<file path="src/rtl/mc_pkg.sv">
// rtl/mc_pkg.sv - shared constants, state and unit-select types for the multi-cycle stall controller
package mc_pkg;

  localparam int M_EXT_BIT = 4;
  localparam int DIV_BIT   = 2;

  typedef enum logic [1:0] {
    ST_IDLE = 2'd0,
    ST_BUSY = 2'd1,
    ST_DONE = 2'd2
  } mc_state_e;

  typedef enum logic {
    UNIT_DIV = 1'b0,
    UNIT_MUL = 1'b1
  } unit_sel_e;

  function automatic int lat_max(input int a, input int b);
    return (a > b) ? a : b;
  endfunction

endpackage

</file>
<file path="src/rtl/multicycle_stall_ctrl_if.sv">
// rtl/multicycle_stall_ctrl_if.sv - EX-stage decode inputs and stall/sequencing outputs of the controller
interface multicycle_stall_ctrl_if;
  logic [4:0]  AluControlPort;
  logic        ex_valid_i;
  logic        flush_i;
  logic        stall_o;
  logic        op_start_o;
  logic        unit_sel_o;
  logic        result_valid_o;
  logic        div_aresetn_o;
  logic        busy_o;
  logic [31:0] stall_cycles_o;

  modport master (
    output AluControlPort, ex_valid_i, flush_i,
    input  stall_o, op_start_o, unit_sel_o, result_valid_o, div_aresetn_o, busy_o, stall_cycles_o
  );

  modport slave (
    input  AluControlPort, ex_valid_i, flush_i,
    output stall_o, op_start_o, unit_sel_o, result_valid_o, div_aresetn_o, busy_o, stall_cycles_o
  );
endinterface

</file>
<file path="src/rtl/mc_latency_counter.sv">
// rtl/mc_latency_counter.sv - loadable down-counter with one/zero flags; load wins over decrement
module mc_latency_counter #(
  parameter int CNT_W = 4
) (
  input  logic             clk,
  input  logic             rst_n,
  input  logic             load,
  input  logic [CNT_W-1:0] load_val,
  input  logic             dec,
  output logic [CNT_W-1:0] cnt,
  output logic             is_one,
  output logic             is_zero
);

  logic [CNT_W-1:0] cnt_q;

  always_ff @(posedge clk or negedge rst_n) begin
    if (!rst_n) begin
      cnt_q <= '0;
    end else if (load) begin
      cnt_q <= load_val;
    end else if (dec && (cnt_q != '0)) begin
      // never wraps below zero; the FSM treats a zero count in BUSY as an abort
      cnt_q <= cnt_q - CNT_W'(1);
    end
  end

  assign cnt     = cnt_q;
  assign is_one  = (cnt_q == CNT_W'(1));
  assign is_zero = (cnt_q == '0);

endmodule

</file>
<file path="src/rtl/multicycle_stall_ctrl.sv">
// rtl/multicycle_stall_ctrl.sv - freezes IF/ID/EX for the latency of DIV/REM (optionally MUL) and sequences the unit
// Optional stall-cycle performance counter enabled by defining MC_STALL_PERF_EN.
module multicycle_stall_ctrl
  import mc_pkg::*;
#(
  parameter int DIV_LATENCY    = 9,
  parameter int MUL_LATENCY    = 3,
  parameter int MUL_MULTICYCLE = 0
) (
  input  logic                   clk,
  input  logic                   aresetn,
  multicycle_stall_ctrl_if.slave bus
);

  localparam int   CNT_W        = $clog2(lat_max(DIV_LATENCY, MUL_LATENCY) + 1);
  localparam logic MUL_MC_EN    = (MUL_MULTICYCLE != 0);
  localparam logic DIV_LAT_ONE  = (DIV_LATENCY == 1);
  localparam logic MUL_LAT_ONE  = (MUL_LATENCY == 1);

  logic [4:0]       alu;
  logic             is_div;
  logic             mc_op;
  logic             lat_one;
  logic [CNT_W-1:0] lat_m1;
  logic             unused_alu;

  assign alu        = bus.AluControlPort;
  assign is_div     = alu[DIV_BIT];
  assign mc_op      = bus.ex_valid_i & alu[M_EXT_BIT] & (is_div | MUL_MC_EN);
  assign lat_one    = is_div ? DIV_LAT_ONE : MUL_LAT_ONE;
  assign lat_m1     = is_div ? CNT_W'(DIV_LATENCY - 1) : CNT_W'(MUL_LATENCY - 1);
  assign unused_alu = ^{alu[3], alu[1:0]};

  mc_state_e        state_q, state_d;
  unit_sel_e        unit_sel_q;
  logic             result_valid_q;
  logic             div_aresetn_q;
  logic             stall;
  logic             start;
  logic             cnt_load;
  logic             cnt_dec;
  logic [CNT_W-1:0] cnt;
  logic             cnt_one;
  logic             cnt_zero;
  logic             div_end;

  mc_latency_counter #(
    .CNT_W (CNT_W)
  ) u_cnt (
    .clk      (clk),
    .rst_n    (aresetn),
    .load     (cnt_load),
    .load_val (lat_m1),
    .dec      (cnt_dec),
    .cnt      (cnt),
    .is_one   (cnt_one),
    .is_zero  (cnt_zero)
  );

  always_comb begin
    state_d  = state_q;
    stall    = 1'b0;
    start    = 1'b0;
    cnt_load = 1'b0;
    cnt_dec  = 1'b0;
    case (state_q)
      ST_IDLE: begin
        if (mc_op && !bus.flush_i) begin
          stall    = 1'b1;
          start    = 1'b1;
          cnt_load = 1'b1;
          state_d  = lat_one ? ST_DONE : ST_BUSY;
        end
      end
      ST_BUSY: begin
        stall = 1'b1;
        if (bus.flush_i || cnt_zero) begin
          state_d = ST_IDLE;
        end else begin
          cnt_dec = 1'b1;
          if (cnt_one) state_d = ST_DONE;
        end
      end
      // the finished op is still visible in EX here; it must not retrigger
      ST_DONE: state_d = ST_IDLE;
      default: state_d = ST_IDLE;
    endcase
  end

  assign div_end = (unit_sel_q == UNIT_DIV) &&
                   ((state_q == ST_DONE) || ((state_q == ST_BUSY) && bus.flush_i));

  always_ff @(posedge clk or negedge aresetn) begin
    if (!aresetn) begin
      state_q        <= ST_IDLE;
      unit_sel_q     <= UNIT_DIV;
      result_valid_q <= 1'b0;
      div_aresetn_q  <= 1'b0;
    end else begin
      state_q        <= state_d;
      result_valid_q <= (state_d == ST_DONE);
      div_aresetn_q  <= ~div_end;
      if (start) unit_sel_q <= is_div ? UNIT_DIV : UNIT_MUL;
    end
  end

  // combinational outputs are masked by reset so every output shows its reset value immediately
  assign bus.stall_o        = stall & aresetn;
  assign bus.op_start_o     = start & aresetn;
  assign bus.unit_sel_o     = unit_sel_q;
  assign bus.result_valid_o = result_valid_q;
  assign bus.div_aresetn_o  = div_aresetn_q;
  assign bus.busy_o         = (state_q != ST_IDLE);

`ifdef MC_STALL_PERF_EN
  logic [31:0] perf_q;

  always_ff @(posedge clk or negedge aresetn) begin
    if (!aresetn) begin
      perf_q <= 32'd0;
    end else if (bus.stall_o && (perf_q != 32'hFFFF_FFFF)) begin
      perf_q <= perf_q + 32'd1;
    end
  end

  assign bus.stall_cycles_o = perf_q;
`else
  assign bus.stall_cycles_o = 32'd0;
`endif

endmodule
</file>
<file path="src/flat_wrapper.sv">
// flat-port wrapper written by rule: the top's interface ports become plain ports
module multicycle_stall_ctrl_flat import mc_pkg::*;
#(
  parameter int DIV_LATENCY    = 9,
  parameter int MUL_LATENCY    = 3,
  parameter int MUL_MULTICYCLE = 0
)
  (clk, aresetn, bus_AluControlPort, bus_ex_valid_i, bus_flush_i, bus_stall_o, bus_op_start_o, bus_unit_sel_o, bus_result_valid_o, bus_div_aresetn_o, bus_busy_o, bus_stall_cycles_o);
  multicycle_stall_ctrl_if bus_i ();
  input  logic clk;
  input  logic aresetn;
  input wire logic [$bits(bus_i.AluControlPort)-1:0] bus_AluControlPort;
  input wire logic [$bits(bus_i.ex_valid_i)-1:0] bus_ex_valid_i;
  input wire logic [$bits(bus_i.flush_i)-1:0] bus_flush_i;
  output wire logic [$bits(bus_i.stall_o)-1:0] bus_stall_o;
  output wire logic [$bits(bus_i.op_start_o)-1:0] bus_op_start_o;
  output wire logic [$bits(bus_i.unit_sel_o)-1:0] bus_unit_sel_o;
  output wire logic [$bits(bus_i.result_valid_o)-1:0] bus_result_valid_o;
  output wire logic [$bits(bus_i.div_aresetn_o)-1:0] bus_div_aresetn_o;
  output wire logic [$bits(bus_i.busy_o)-1:0] bus_busy_o;
  output wire logic [$bits(bus_i.stall_cycles_o)-1:0] bus_stall_cycles_o;
  assign bus_i.AluControlPort = bus_AluControlPort;
  assign bus_i.ex_valid_i = bus_ex_valid_i;
  assign bus_i.flush_i = bus_flush_i;
  assign bus_stall_o = bus_i.stall_o;
  assign bus_op_start_o = bus_i.op_start_o;
  assign bus_unit_sel_o = bus_i.unit_sel_o;
  assign bus_result_valid_o = bus_i.result_valid_o;
  assign bus_div_aresetn_o = bus_i.div_aresetn_o;
  assign bus_busy_o = bus_i.busy_o;
  assign bus_stall_cycles_o = bus_i.stall_cycles_o;
  multicycle_stall_ctrl #(.DIV_LATENCY(DIV_LATENCY), .MUL_LATENCY(MUL_LATENCY), .MUL_MULTICYCLE(MUL_MULTICYCLE)) u_core (.clk(clk), .aresetn(aresetn), .bus(bus_i));
endmodule
</file>
<file path="config.mk">
export PLATFORM = sky130hd
export DESIGN_NAME = multicycle_stall_ctrl_flat
export DESIGN_NICKNAME = d
export VERILOG_FILES = /design/src/rtl/mc_pkg.sv /design/src/rtl/multicycle_stall_ctrl_if.sv /design/src/rtl/mc_latency_counter.sv /design/src/rtl/multicycle_stall_ctrl.sv /design/src/flat_wrapper.sv
export SDC_FILE = /design/constraint.sdc
export NUM_CORES = 1
export LEC_CHECK = 0
export CAP_MARGIN = 5
export CORE_ASPECT_RATIO = 0.8
export CORE_MARGIN = 2
export CORE_UTILIZATION = 40
export CTS_BUF_LIST = sky130_fd_sc_hd__clkbuf_8
export DETAILED_ROUTE_END_ITERATION = 12
export DONT_BUFFER_PORTS = 1
export GPL_ROUTABILITY_DRIVEN = 0
export HOLD_SLACK_MARGIN = 0.06
export PLACE_DENSITY = 0.59
export SYNTH_ARGS = -nofsm -noshare
export SYNTH_HDL_FRONTEND = slang
export SYNTH_SLANG_ARGS = --single-unit
</file>
<file path="constraint.sdc">
create_clock -name clk -period 1.5 [get_ports clk]
set_input_delay 0.3 -clock clk [delete_from_list [all_inputs] [get_ports clk]]
set_output_delay 0.3 -clock clk [all_outputs]
set_load 0.01 [all_outputs]
</file>
### Word level (Yosys, flattened, before mapping)

Index checks and enable logic that the tools add are counted.

* bits in registers: 9
* bits in latches: 0
* memory bits (writable): 0
* memory bits (read-only): 0
* bits of input ports: 9
* output and inout port bits: 38
* word-level logic and storage cells: 41
* memories: 0

* $add $sub $neg: 1
* $mul: 0
* divide/modulo/power cells: 0
* $lt $le $gt $ge: 0
* eq/ne operators: 4
* shift-type cells: 0
* mux-type cells: 13
* bitwise logic cells: 6
* reductions and logical operators: 12

Operators with widths (number)
* $mux 4: 3
* $mux 2: 3
* $mux 1: 5
* $and 1x1->1: 4
* $eq 2x2->1 const B: 2
* $eq 4x1->1 const B: 1
* $logic_and 1x1->1: 4
* $logic_not 4->1: 1
* $pmux 2 s2: 1
* $reduce_bool 2->1: 2
* $reduce_bool 4->1: 1
* $sub 4x1->4 const B: 1
* $eq 2x1->1 const B: 1
* $logic_not 2->1: 1
* $logic_or 1x1->1: 2
* $not 1->1: 2
* $pmux 1 s2: 1
* $logic_not 1->1: 1

### Logic depth before layout (Yosys ltp)

Gate-level depths: netlist of run 1.

* depth after elaboration: 7
* depth in mapped cells: 5
* depth with buffers taken out: 5

### Modules after synthesis

A second synthesis of run 1 with hierarchy kept.

* cell total of the unflattened synthesis: 86
* area, all modules: 787.0 um^2

By module, submodules not included
* multicycle_stall_ctrl: times used 1, cells an instance 56, area each 520.5 um^2, seq. area each 125.1 um^2
* mc_latency_counter: times used 1, cells an instance 30, area each 266.5 um^2, seq. area each 100.1 um^2

### Worst setup path before layout of run 1

OpenSTA, ideal clock, no wires.

* path type: register to register
* from: register u_core.u_cnt.cnt_q[0], in the netlist u_core.u_cnt.cnt[0]
* to: register u_core.u_cnt.cnt_q[3], in the netlist u_core.u_cnt.cnt[3]
* library setup time: 0.125 ns
* data arrival time: 1.389 ns
* required time: 1.375 ns
* path slack: -0.014 ns
* cell stages (with the launch flop): 6
* path buffers: 0
* period minus slack after synthesis: 1.514 ns
* path through: dfrtp_1 -> inv_1 -> ha_1 -> or3b_4 -> nand3_2 -> mux2_4

* cells in the longest elaborated chain, start to end: 6
* elaborated cells on any way between the ends: 10
* classes of those cells: add/sub: 1; mux: 4; reduce/logical: 5

RTL lines
* from (decl): RTL line mc_latency_counter.sv:15 `logic [CNT_W-1:0] cnt_q;`
* from (signal assigned): RTL line mc_latency_counter.sv:21 `cnt_q <= load_val;`
* from (signal assigned): RTL line mc_latency_counter.sv:24 `cnt_q <= cnt_q - CNT_W'(1);`
* parallel branches: the longest is 6 deep, another holds $sub 4x1->4

Several ways; the timed one is not identified. The select of a mux whose other input is x is not followed.
A chain may end at the register's enable or synchronous reset.

### Worst setup path in the final report of run 1

* from: register u_core.state_q[1]
* to: output bus_stall_o

* cells in the longest elaborated chain, start to end: 3
* elaborated cells on any way between the ends: 4
* classes of those cells: eq/ne: 1; mux: 1; bitwise: 1; reduce/logical: 1

RTL lines
* from (decl): RTL line multicycle_stall_ctrl.sv:34 `mc_state_e state_q, state_d;`
* from (signal assigned): RTL line multicycle_stall_ctrl.sv:100 `state_q <= state_d;`
* $eq 2x1->1 or $logic_not 2->1 (tied branches): RTL line multicycle_stall_ctrl.sv:66 `case (state_q)`
* $pmux 1 s2 *: RTL line multicycle_stall_ctrl.sv:66
* $and 1x1->1 *: RTL line multicycle_stall_ctrl.sv:108 `assign bus.stall_o = stall & aresetn;`
* to (decl): RTL line flat_wrapper.sv:15 `output wire logic [$bits(bus_i.stall_o)-1:0] bus_stall_o;`

Mark *: on every way between the ends. The rest lies on a longest branch, timed or not.

==> results of run 1 <==
## metal layers
| layer | vias to the layer above | share of wire [%] | wire (um) | global-route usage, % |
|---|---|---|---|---|
| li1 | 220 | - | - | - |
| met1 | 213 | 39 | 462 | 13.5 |
| met2 | 27 | 50 | 601 | 18.7 |
| met3 | 4 | 8.2 | 98 | 5.36 |
| met4 | 0 | 2.6 | 31 | 9.47 |
| met5 | - | 0 | 0 | 0 |
## power groups by stage
stage          logic (mW)  registers, mW  clock network (mW)
2_1_floorplan       0.295          0.325                   0
3_3_place_gp        0.338          0.329                   0
3_5_place_dp        0.356          0.331                   0
4_1_cts             0.380          0.329               0.292
5_1_grt             0.439          0.336               0.300
6_report            0.396          0.330               0.281
## placed cells by master, fill, tap and decap left out, types with 2 or more instances in the layout
master and instances:
dfrtp_1 8, nand4b_1 2, o21ai_0 3, inv_2 2
and3_2 2, clkbuf_8 3, conb_1 32, a21oi_1 2
inv_1 3, buf_4 12
## sequential cells by signal (all words and copies together), names as in the netlist
| name | cells |
|---|---|
| u_core.bus.unit_sel_o | 1 |
| u_core.bus.result_valid_o | 1 |
| u_core.state_q | 2 |
| u_core.bus.div_aresetn_o | 1 |
| u_core.u_cnt.cnt | 4 |
## cell families after synthesis
family,Yosys count,share of synthesized area (%)
muxes,2,3.43
adders and majority gates,2,3.43
DFF,9,30.9
and+or+nand+nor,17,18.2
other,1,0.514
buffers and inverters,37,35.5
AOI/OAI and AO/OA,9,8.06
## worst max-delay path, stage by stage, from the launching register on
cell and delay [ps]:
dfrtp_2 410, or2_4 270, nor2_4 140, o211a_1 220
## area by class of cell
class                      count  share of cell area (%)
multi-input combinational     62                    48.1
inverter                       4                    1.88
tap                           22                    3.45
clock buffer                   3                    5.17
timing repair buffer          13                    12.5
sequential                     9                    28.4
clock inverter                 1                   0.470
## path summary, 6_finish.rpt
check / end / slack (ps) / cells past startpoint
max reg2reg: u_core.u_cnt.cnt[3] / -10 / 5
min: u_core.bus.div_aresetn_o / 280 / 3
max: bus_stall_o / -70 / 3
min in group asynchronous: u_core.u_cnt.cnt[3] / 440 / 1
max in group asynchronous: u_core.state_q[1] / 730 / 1
min reg2reg: u_core.bus.div_aresetn_o / 560 / 1
## per-stage QoR
stage,cells,hold WS [ps],power (mW)
6_report,114,276,1.01
5_1_grt,114,311,1.08
4_1_cts,111,272,1.00
3_5_place_dp,104,4.67,0.686
3_3_place_gp,104,4.61,0.667
2_1_floorplan,108,4.41,0.619
## timing repair
item / 4_1_cts / 5_1_grt
hold buffers: 1 / 0
setup endpoints to repair: 3 / 3
pin swaps: 1 / 4
resized for setup: 2 / 3
endpoints found under the hold margin: 9 / 0
setup buffers: 2 / 3
==> results by group, run 1 <==
Outcome
  • Outcome: finished, violations left
  • Failing checks: negative setup slack

Placement
  • Buffers on Ports: 0
  • Setup slack at placement: -29.5 ps
  • Post-detail-place hpwl: 895 um
  • DP Area: 694 um^2

GRT
  • Number of global-route vias before repair: 401
  • Initial antenna violation count: 0
  • Total track usage: 12.4%
  • First-pass GRT wire length: 1820 um
  • Largest net degree at the start of global routing: 10
  • Overflow after GRT: 0

Drt
  • WL final: 1190 um
  • # DRC: 0
  • Drt initial violations: 4
  • Wire per inst: 10.5 um
  • Via density: 4.07
  • Drt pass-1 iters: 4
  • Routed vias: 464
  • Routed Antenna Nets: 0

Timing
  • Setup ws final: -67.1 ps
  • Fin crit share: 104%
  • Fmax: 638 MHz
  • RSZ-0062 raised after global routing: true
  • Final-report setup violation count: 3
  • Clk_skew: 1.50 ps
  • Setup tns final: -97.1 ps
  • Final hold vios: 0
  • Final Max Tran Viols: 0
  • Fin crit period: 1570 ps

Logic synthesis
  • Dominant cell type by area after synthesis: buf_4
  • Synth Instances: 77
  • Synthesized area: 729 um^2
  • Ys flop type: dfrtp_1
  • Commonest cells in the netlist: 32 x buf_4, 9 x dfrtp_1, 4 x inv_1
  • Synth unique cells: 29
  • Share of the synthesized area in the top cell type: 32.9%
  • Ys async rst share: 100%
  • Mean post-synth cell area: 9.47 um^2
  • Top-count cell post-synth: buf_4
  • Top cells by area, synth: buf_4 33%, dfrtp_1 31%, ha_1 3.4%, nor3b_4 2.6%, nand4b_1 2.4%
  • Synth warn: 0
  • Register bit total from synthesis: 9
  • Sequential area share after synthesis: 30.9%
  • Post-synth EDFFs: 0

Final layout
  • FILL cells: 168
  • Area taken by multi-input logic gates: 384 um^2
  • Design area: 798 um^2
  • Layout cells sized above 1: 31.5%
  • Register area: 226 um^2
  • Final core occ: 47.6%
  • Ant. Diodes: 0
  • Nets: 104
  • Area growth syn-to-layout: 9.43%

Die
  • Rows: 13
  • Die area: 2180 um^2
  • I/O pins: 47
  • Die width: 51.7 um
  • Initial core utilization: 43.5%
  • Die height: 42.2 um
  • Placeable core region: 1680 um^2

Setup path
  • Worst setup path class: register to primary output
  • Crit Reg-Reg Startpoint: u_core.u_cnt.cnt[1]
  • CP startpoint kind: register
  • Max FO, Critical Path: 4
  • CP startpoint: u_core.state_q[1]
  • Crit path capture type: primary output
  • Worst Path Required: 1200 ps
  • Critical Path AT: 1270 ps

Power and ir drop
  • Part of the power in the clock network: 27.9%
  • Sequential share of power: 32.8%
  • Pleak: 0.428 nW
  • Power per cell area: 1260 nW/um^2
  • Switch Pwr: 324 uW
  • Int Power: 683 uW
  • Peak VDD IR: 0.000489 V
  • Combinational Power Share: 39.4%
  • Switching share of power: 32.2%

Clocking
  • Clock Latency Late Sink: 240 ps
  • CTS sink count: 9
  • Number of CTS-inserted buffers: 3
  • # H-tree levels: 1
  • Clock tree buffer depth: 2
  • Root Driver: clkbuf_8
  • Clock-pin slew on the worst setup and hold paths: 50 ps
  • CTS tree: built

Min path
  • Min-delay worst type: primary input to register
  • Hold wc startpoint: bus_flush_i

Job
  • Max-Cap Viols: 0
(Power assumes the default switching activity.)
==> inputs of run 2 (changes only) <==
--- a/config.mk
+++ b/config.mk
@@ -5,16 +5,16 @@
 export SDC_FILE = /design/constraint.sdc
 export NUM_CORES = 1
 export LEC_CHECK = 0
+export BUFFER_PORTS_ARGS = -buffer_cell sky130_fd_sc_hd__buf_2
 export CAP_MARGIN = 5
 export CORE_ASPECT_RATIO = 0.8
 export CORE_MARGIN = 2
-export CORE_UTILIZATION = 40
+export CORE_UTILIZATION = 39
 export CTS_BUF_LIST = sky130_fd_sc_hd__clkbuf_8
 export DETAILED_ROUTE_END_ITERATION = 12
-export DONT_BUFFER_PORTS = 1
 export GPL_ROUTABILITY_DRIVEN = 0
 export HOLD_SLACK_MARGIN = 0.06
-export PLACE_DENSITY = 0.59
+export PLACE_DENSITY = 0.81
 export SYNTH_ARGS = -nofsm -noshare
 export SYNTH_HDL_FRONTEND = slang
 export SYNTH_SLANG_ARGS = --single-unit
==> results by group, run 2 (synthesis gave the netlist of run 1 again) <==
Drt
  • Wire per inst: 11.2 um
  • WL final: 1460 um
  • Routed wl met2: 775 um
  • Routed Antenna Nets: 0
  • Metal3 WL: 147 um
  • Routed vias: 537
  • # DRC: 0
  • Via density: 4.13
  • Wl on met1: 506 um
  • Drt initial violations: 9
  • Uppermost layer routed: met4
  • Drt pass-1 iters: 4

Setup path
  • Worst setup path class: register to primary output
  • Crit path capture type: primary output
  • Critical Path Max Stage Delay: 390 ps
  • Worst Path Required: 1200 ps
  • CP Cell Sequence: or2_4, nor2_4, and2_1, buf_2
  • Slowest-stage cell, CP: dfrtp_1
  • Max FO, Critical Path: 4
  • CP startpoint kind: register
  • Critical Path AT: 1260 ps

Timing
  • Final Max Tran Viols: 0
  • Final-report setup violation count: 3
  • Final hold vios: 0
  • Clk_skew: 2.35 ps
  • Fin crit share: 104%
  • Fmax: 640 MHz
  • RSZ-0062 raised after global routing: true
  • Fin crit period: 1560 ps
  • Setup ws final: -63.3 ps

Placement
  • Buffers on Ports: 11
  • Placed Cells: 117
  • DP Area: 764 um^2
  • Post-detail-place hpwl: 1080 um

Die
  • Rows: 13
  • Die height: 42.7 um
  • I/O pins: 47
  • Die area: 2230 um^2
  • Initial core utilization: 43.1%
  • Die width: 52.4 um
  • Placeable core region: 1690 um^2

Outcome
  • Failing checks: negative setup slack
  • Outcome: finished, violations left

Final layout
  • Area growth syn-to-layout: 21.6%
  • Layout cells sized above 1: 39.8%
  • Commonest cells after routing, fill and taps aside: 32 x conb_1, 17 x buf_4, 11 x buf_2
  • Final non-filler cell total: 130
  • Ant. Diodes: 0
  • Commonest non-fill, non-tap cell in the layout: conb_1
  • Largest register FFs: 4
  • Nets: 120
  • Design area: 887 um^2
  • Final core occ: 52.4%

Power and ir drop
  • Switch Pwr: 343 uW
  • Sequential share of power: 31.3%
  • Power per cell area: 1180 nW/um^2
  • Combinational Power Share: 42.2%
  • Peak VDD IR: 0.000586 V
  • Pleak: 0.501 nW
  • Part of the power in the clock network: 26.5%
  • Switching share of power: 32.6%
  • Final Total Pwr: 1.05 mW
  • Int Power: 707 uW

GRT
  • Overflow after GRT: 0
  • First-pass GRT wire length: 2210 um
  • Total track usage: 14.1%
  • Number of global-route vias before repair: 528
  • Initial antenna violation count: 0
  • Largest net degree at the start of global routing: 8

Clocking
  • Number of CTS-inserted buffers: 3
  • Clock tree buffer depth: 2
  • CTS sink count: 9
  • Clock Latency Late Sink: 240 ps
  • Clock-pin slew on the worst setup and hold paths: 50 ps
  • Root Driver: clkbuf_8
  • # H-tree levels: 1
  • CTS tree: built

Min path
  • Min-delay worst type: primary input to asynchronous set/reset pin

Job
  • Max-Cap Viols: 0
[run 2: final timing paths]
| check | startpoint | endpoint | slack, ps | depth (start not counted) |
|---|---|---|---|---|
| max | u_core.state_q[1] | bus_op_start_o | -60 | 4 |
| min | aresetn | u_core.bus.unit_sel_o | 440 | 2 |
| max reg2reg | u_core.u_cnt.cnt[0] | u_core.u_cnt.cnt[3] | -10 | 5 |
| min reg2reg | u_core.bus.unit_sel_o | u_core.bus.div_aresetn_o | 520 | 1 |
| max in group asynchronous | aresetn | u_core.u_cnt.cnt[2] | 730 | 3 |
| min in group clk | bus_flush_i | u_core.bus.div_aresetn_o | 460 | 4 |
[run 2: worst max-delay path, delay by kind of cell, from the launching register on]
family        cells  cell delay [ps]
simple gates      3              510
flops             1              390
buf+inv           1              120
[run 2: what timing repair did]
action | 4_1_cts | 5_1_grt
setup buffers | 5 | 3
pin swaps | 4 | 1
hold buffers | 1 | 0
endpoints found under the hold margin | 9 | 0
endpoints found under the setup margin | 3 | 4
gates resized for setup | 3 | 0
[run 2: power by group through the flow]
stage	registers (mW)	logic, mW	clock network, mW
final	0.328	0.443	0.279
after global routing	0.334	0.487	0.297
after CTS	0.328	0.406	0.279
after detailed placement	0.327	0.348	0
after global placement	0.324	0.327	0
after floorplan	0.325	0.295	0
[run 2: final cells by class]
cell class | count | area [um^2]
timing repair buffer | 29 | 193
sequential | 9 | 225
clock inverter | 1 | 3.75
multi-input combinational | 62 | 382
clock buffer | 3 | 41.3
fill | 162 | 805
tap | 22 | 27.5
inverter | 4 | 15.0
[run 2: layer usage]
layer  GRT usage, %  vias up
li1               -      251
met1           12.9      250
met2           27.8       32
met3           5.28        4
met4           4.62        0
met5              0        -
[run 2: through the flow]
| step | hold WS, ps | setup TNS (ps) | worst slack [ps] |
|---|---|---|---|
| finish | 438 | -137 | -63.3 |
| CTS | 440 | -80.0 | -37.0 |
| global placement | 110 | 0 | 3.76 |
| global route | 457 | -298 | -127 |
| floorplan | 4.41 | 0 | 22.7 |
| detailed placement | 111 | -39.4 | -39.4 |
